### config.mk
export PLATFORM = sky130hd
export DESIGN_NAME = obstacle_sweep
export DESIGN_NICKNAME = d
export VERILOG_FILES = /design/src/rtl/obstacle_sweep.sv
export SDC_FILE = /design/constraint.sdc
export NUM_CORES = 1
export LEC_CHECK = 0
export BUFFER_PORTS_ARGS = -buffer_cell sky130_fd_sc_hd__buf_2
export CORE_MARGIN = 2
export CORE_UTILIZATION = 26
export DETAILED_ROUTE_END_ITERATION = 7
export PLACE_DENSITY_LB_ADDON = 0.2
export SKIP_LAST_GASP = 1
export SYNTH_ARGS = -nofsm -noshare
export SYNTH_HDL_FRONTEND = slang
export SYNTH_SLANG_ARGS = --single-unit
### constraint.sdc
create_clock -name pclk -period 6.56 [get_ports pclk]
set_input_delay 0 -clock pclk [delete_from_list [all_inputs] [get_ports pclk]]
set_output_delay 0 -clock pclk [all_outputs]
set_load 0.05 [all_outputs]
### src/rtl/obstacle_sweep.sv
// obstacle_sweep
//   Draws N_RECT vertically bouncing rectangles inside the play area once it
//   is armed by the selector handshake. It overlays COLOR on the pixel stream,
//   reports hit-pixel coordinates, and pulses done when the run completes.
//
// Ports:
//   pclk, rst        pixel clock, synchronous active-high reset
//   hcount_in        horizontal pixel counter
//   vcount_in        vertical line counter
//   rgb_in           upstream pixel colour
//   play_selected    game running
//   menu_on          menu active; aborts the run
//   selected         selector code of the obstacle to run
//   done_in          previous obstacle finished; arms the selection
//   working          high while drawing
//   done             one-cycle pulse at normal completion
//   rgb_out          pixel colour to downstream (1 pclk latency)
//   obstacle_x/y     coordinates of a hit pixel, else 0
//
// Optional feature macro: OBSTACLE_SWEEP_ACCEL_EN
//   When defined, the speed starts at SPEED and grows by 1 every 60 frame
//   ticks, saturating at 2*SPEED. When undefined, the speed is constant SPEED.
module obstacle_sweep #(
    parameter int          N_RECT          = 2,
    parameter int          RECT_W          = 64,
    parameter int          RECT_H          = 32,
    parameter int          X_START         = 340,
    parameter int          X_PITCH         = 128,
    parameter int          AREA_TOP        = 234,
    parameter int          AREA_BOTTOM     = 534,
    parameter int          SPEED           = 2,
    parameter int          DURATION_FRAMES = 180,
    parameter int          TICK_LINE       = 768,
    parameter logic [11:0] COLOR           = 12'hfff,
    parameter logic [3:0]  SELECT_CODE     = 4'b0001
) (
    input  logic        pclk,
    input  logic        rst,
    input  logic [11:0] hcount_in,
    input  logic [11:0] vcount_in,
    input  logic [11:0] rgb_in,
    input  logic        play_selected,
    input  logic        menu_on,
    input  logic [3:0]  selected,
    input  logic        done_in,
    output logic        working,
    output logic        done,
    output logic [11:0] rgb_out,
    output logic [11:0] obstacle_x,
    output logic [11:0] obstacle_y
);

    typedef enum logic {IDLE, DRAW} state_t;

    localparam logic [11:0] TOP_Y      = 12'(AREA_TOP);
    localparam logic [11:0] LOW_Y      = 12'(AREA_BOTTOM - RECT_H);
    localparam logic [11:0] BOTTOM_Y   = 12'(AREA_BOTTOM);
    localparam logic [11:0] H_W        = 12'(RECT_W);
    localparam logic [11:0] H_H        = 12'(RECT_H);
    localparam logic [11:0] TICK_V     = 12'(TICK_LINE);
    localparam logic [15:0] LAST_FRAME = 16'(DURATION_FRAMES - 1);

    state_t state, next_state;

    logic [11:0] y_pos  [N_RECT];
    logic [11:0] y_next [N_RECT];
    logic [N_RECT-1:0] dir_up, dir_up_next;
    logic [15:0] frame_cnt;
    logic [11:0] speed;

    logic tick, abort, arm, last_tick, hit;

    // Even rectangles start at the top moving down, odd ones at the bottom moving up.
    function automatic logic [11:0] init_y(input int i);
        return (i % 2 == 0) ? TOP_Y : LOW_Y;
    endfunction

    assign tick      = (hcount_in == 12'd0) && (vcount_in == TICK_V);
    assign abort     = menu_on || !play_selected;
    assign arm       = done_in && play_selected && (selected == SELECT_CODE);
    assign last_tick = tick && (frame_cnt == LAST_FRAME);

`ifdef OBSTACLE_SWEEP_ACCEL_EN
    localparam logic [11:0] BASE_SPEED = 12'(SPEED);
    localparam logic [11:0] MAX_SPEED  = 12'(2 * SPEED);
    logic [5:0] accel_cnt;

    // The speed used by the current tick is the value before this tick's increment.
    always_ff @(posedge pclk) begin
        if (rst || (state == IDLE && arm)) begin
            speed     <= BASE_SPEED;
            accel_cnt <= 6'd0;
        end else if (state == DRAW && tick) begin
            if (accel_cnt == 6'd59) begin
                accel_cnt <= 6'd0;
                if (speed < MAX_SPEED) speed <= speed + 12'd1;
            end else begin
                accel_cnt <= accel_cnt + 6'd1;
            end
        end
    end
`else
    assign speed = 12'(SPEED);
`endif

    always_ff @(posedge pclk) begin
        if (rst) state <= IDLE;
        else     state <= next_state;
    end

    // Abort takes priority over completion so a simultaneous abort never pulses done.
    always_comb begin
        next_state = state;
        case (state)
            IDLE: if (arm) next_state = DRAW;
            DRAW: if (abort || last_tick) next_state = IDLE;
            default: next_state = IDLE;
        endcase
    end

    // Overlapping rectangles simply OR into one hit.
    always_comb begin
        hit = 1'b0;
        for (int i = 0; i < N_RECT; i++) begin
            if (hcount_in >= 12'(X_START + i * X_PITCH) &&
                hcount_in <  12'(X_START + i * X_PITCH) + H_W &&
                vcount_in >= y_pos[i] && vcount_in < y_pos[i] + H_H)
                hit = 1'b1;
        end
    end

    // Bounce with clamping so positions never step outside the area.
    always_comb begin
        for (int i = 0; i < N_RECT; i++) begin
            y_next[i]      = y_pos[i];
            dir_up_next[i] = dir_up[i];
            if (!dir_up[i]) begin
                if (y_pos[i] + H_H + speed >= BOTTOM_Y) begin
                    y_next[i]      = LOW_Y;
                    dir_up_next[i] = 1'b1;
                end else begin
                    y_next[i] = y_pos[i] + speed;
                end
            end else begin
                if (y_pos[i] < TOP_Y + speed) begin
                    y_next[i]      = TOP_Y;
                    dir_up_next[i] = 1'b0;
                end else begin
                    y_next[i] = y_pos[i] - speed;
                end
            end
        end
    end

    always_ff @(posedge pclk) begin
        if (rst || (state == IDLE && arm)) begin
            for (int i = 0; i < N_RECT; i++) begin
                y_pos[i]  <= init_y(i);
                dir_up[i] <= (i % 2 == 1);
            end
            frame_cnt <= 16'd0;
        end else if (state == DRAW && tick) begin
            for (int i = 0; i < N_RECT; i++) begin
                y_pos[i]  <= y_next[i];
                dir_up[i] <= dir_up_next[i];
            end
            frame_cnt <= last_tick ? 16'd0 : frame_cnt + 16'd1;
        end
    end

    // Outputs only show hits while staying in DRAW, so an abort or completion
    // cycle already passes the pixel stream through.
    always_ff @(posedge pclk) begin
        if (rst) begin
            working    <= 1'b0;
            done       <= 1'b0;
            rgb_out    <= 12'd0;
            obstacle_x <= 12'd0;
            obstacle_y <= 12'd0;
        end else begin
            working <= (next_state == DRAW);
            done    <= (state == DRAW) && !abort && last_tick;
            if (state == DRAW && next_state == DRAW && hit) begin
                rgb_out    <= COLOR;
                obstacle_x <= hcount_in;
                obstacle_y <= vcount_in;
            end else begin
                rgb_out    <= rgb_in;
                obstacle_x <= 12'd0;
                obstacle_y <= 12'd0;
            end
        end
    end

endmodule
==> run metrics <==
die width 144 um; largest family of logic cells by synthesized area simple AND/OR/NAND/NOR gates; fmax 257 MHz; Syn Inst Count 590; EDFF count, synth 22; Yosys cell types 67; period utilisation layout 0.594; sequential area share after synthesis 0.351; Post-CTS Setup Inserts 0; clock sink count 78; Layout area overhead 26.2%; hold-fix buffers at CTS 35; Leakage Power 2.75 nW; setup violators final 0; mux contribution to synthesized area 0.00394; die extent in y 144 um; grt total ovfl 0; placed cell areas 5730 um2; Compound-Gate Fraction of Synth Area 0.181; ys flop type dfxtp_1; post-synthesis xor/xnor area fraction 0.0602; Num CTS Buffers 9; DIE AREA 20700 um2; total power 1.21 mW; CP endpoint kind flip-flop; Avg Synthesized Cell Area 8.60 um2; Core ar. 19300 um2; Tmin final 3.90 ns; Synth Area in Adders 0.116; Starting DRT DRC Count 353; antenna violations before repair 1; via count of the first global-routing pass 4428; Post-Synth Simple-Gate Area 0.241; mapped cell area 5070 um2; synth warn 0; CTS tree yes; FP Rows 51; Post-CTS Resized 0; Slew headroom 0.188; Ports 83; via count 4790; I/O Buffers 82; All-Layer GR Usage 0.138; Final WS setup 2.66 ns; WL per Instance 14.7 um; gpl congestion 0.854; Hold Path Class primary input to flip-flop; Worst Skew 0.00645 ns; first-pass GRT wire length 22.6 mm; critical path arrival 4.18 ns; RSZ-0062 raised after global routing no; HPWL after detailed placement 10.9 mm; Placement Setup Slack 2.66 ns; Worst Setup Start Kind flip-flop; Worst EP required 6.85 ns; vias per cell 4.94; pwr dens 189 nW/um2; Max FO, Critical Path 34; setup_tns 0 ns; Fin. Hold Viols 0; measured slew at the worst slew-check pin 1.22 ns; clk_lat worst skew 0.34 ns; drc violations 0; DRT Wirelength 14.3 mm; fill count 1962; Initial Util 0.262; critical path type flip-flop to flip-flop; maximum VDD drop 0.0808 mV; ys async rst share 0; fin nets 790; clk slew on worst S/H paths 0.06 ns; largest net degree at the start of global routing 35; max-slew violations 0; CTS Buffer Depth 2; antenna-violating nets left 0; clk root buf clkbuf_16; H-Tree Depth 3; status finished, final reports clean; FF+latch count, synth 78; TritonRoute pass-1 iters 5; fin area 6400 um2; layout cells sized above 1 0.152; maxcap violations 0
[critical path: stages (launching register included)]
cell and delay [ns]:
edfxtp_1 0.63, ha_1 0.46, nand3_1 0.19, nor2_1 0.25, a21oi_1 0.10, nor2_1 0.12
ha_1 0.25, a2111oi_0 0.40, o2111ai_1 0.22, a21oi_2 0.94, and2_1 0.25
[final timing paths]
path,startpoint,end,slack [ns],cells after the start
worst min-delay path,vcount_in[10],obstacle_y[10]$_SDFF_PP0_,0.01,2
worst min register to register,frame_cnt[7]$_SDFFE_PP0P_,frame_cnt[7]$_SDFFE_PP0P_,0.49,2
worst max register to register,y_pos[0][17]$_SDFFCE_PN1P_,obstacle_y[2]$_SDFF_PP0_,2.66,10
worst max-delay path,y_pos[0][17]$_SDFFCE_PN1P_,obstacle_y[2]$_SDFF_PP0_,2.66,10
[logic make-up (layout without fill, tap and decap cells)]
family                     count (synthesis)  in the layout
muxes                                      2              2
xor gates and xnor gates                  34             34
DFF                                       78             78
buffers and inverters                     57            169
adders and majority gates                 47             47
and+or+nand+nor                          233            233
other                                      1              3
AOI/OAI and AO/OA                        138            138
[area by class of cell]
cell class	instances	area [um2]	share of cell area
Clock buffer	10	250	0.0391
Multi-Input combinational cell	456	3070	0.479
Tap cell	265	332	0.0518
Clock inverter	6	72.6	0.0113
Timing Repair Buffer	118	768	0.120
Sequential cell	78	1780	0.278
Inverter	35	131	0.0205
Antenna cell	1	2.50	0.000391
[metrics by stage]
step            util  hold WS, ns  cells
2_1_floorplan      -        0.110    591
3_3_place_gp   0.296        0.196    917
3_5_place_dp   0.296        0.199    917
4_1_cts        0.331      0.00931    968
5_1_grt        0.331       0.0147    968
6_report       0.331       0.0108    969
[state kept, by name, summed over array words and instances, names as in the netlist]
name and flops:
dir_up 2, done 1, frame_cnt 16, obstacle_x 12, obstacle_y 12, rgb_out 12
working 1, y_pos 22
[layer usage]
metal  share of wire  global-route usage
met2            0.43               0.208
met1            0.48               0.190
met4           0.024              0.0578
met5               0                   0
met3           0.066              0.0313
[placed cells by master, fill, tap and decap left out, types with 5 or more instances in the layout]
cell,instances
nor3_1,25
dlygate4sd3_1,35
o21ai_0,30
nand2_1,42
a21oi_1,27
xor2_1,9
a21o_1,16
a31oi_1,7
xnor2_1,24
inv_1,34
buf_2,82
clkbuf_16,10
or3_1,10
nor4_1,11
nand3_1,29
nor2_1,50
and2_1,24
and3_1,8
a211o_1,5
dfxtp_1,56
nand4_1,8
edfxtp_1,22
ha_1,47
nor2b_1,5
a221oi_1,6
a211oi_1,6
[Yosys cell counts, drive strengths merged, types with 2 or more instances]
cell | number | area [um2]
a2111oi | 4 | 35.0
a211o | 5 | 43.8
a211oi | 6 | 45.0
a21o | 16 | 120
a21oi | 28 | 140
a221oi | 6 | 52.6
a22oi | 2 | 15.0
a31o | 2 | 17.5
a31oi | 7 | 43.8
and2 | 24 | 150
and3 | 8 | 50.1
and4 | 3 | 26.3
buf | 9 | 53.8
clkbuf | 13 | 48.8
dfxtp | 56 | 1120
edfxtp | 22 | 661
ha | 47 | 588
inv | 34 | 128
mux2i | 2 | 20.0
nand2 | 42 | 158
nand3 | 29 | 145
nand4 | 8 | 50.1
nor2 | 50 | 188
nor2b | 5 | 31.3
nor3 | 25 | 125
nor3b | 5 | 42.5
nor4 | 11 | 68.8
o2111ai | 2 | 17.5
o211ai | 3 | 22.5
o21a | 4 | 30.0
o21ai | 32 | 160
o221ai | 2 | 17.5
o22ai | 3 | 18.8
o311ai | 2 | 17.5
o31a | 2 | 17.5
o31ai | 2 | 15.0
o41ai | 2 | 17.5
or2 | 2 | 12.5
or3 | 10 | 62.6
or4 | 4 | 33.8
or4b | 2 | 23.8
xnor2 | 25 | 226
xor2 | 9 | 78.8
[power breakdown]
part           internal, mW  total, mW  switching (mW)
Sequential            0.503      0.512         0.00912
Combinational        0.0658      0.158          0.0920
Clock                 0.324      0.539           0.215
Total                 0.893       1.21           0.316
No activity file was read; power rests on OpenSTA's default activity.
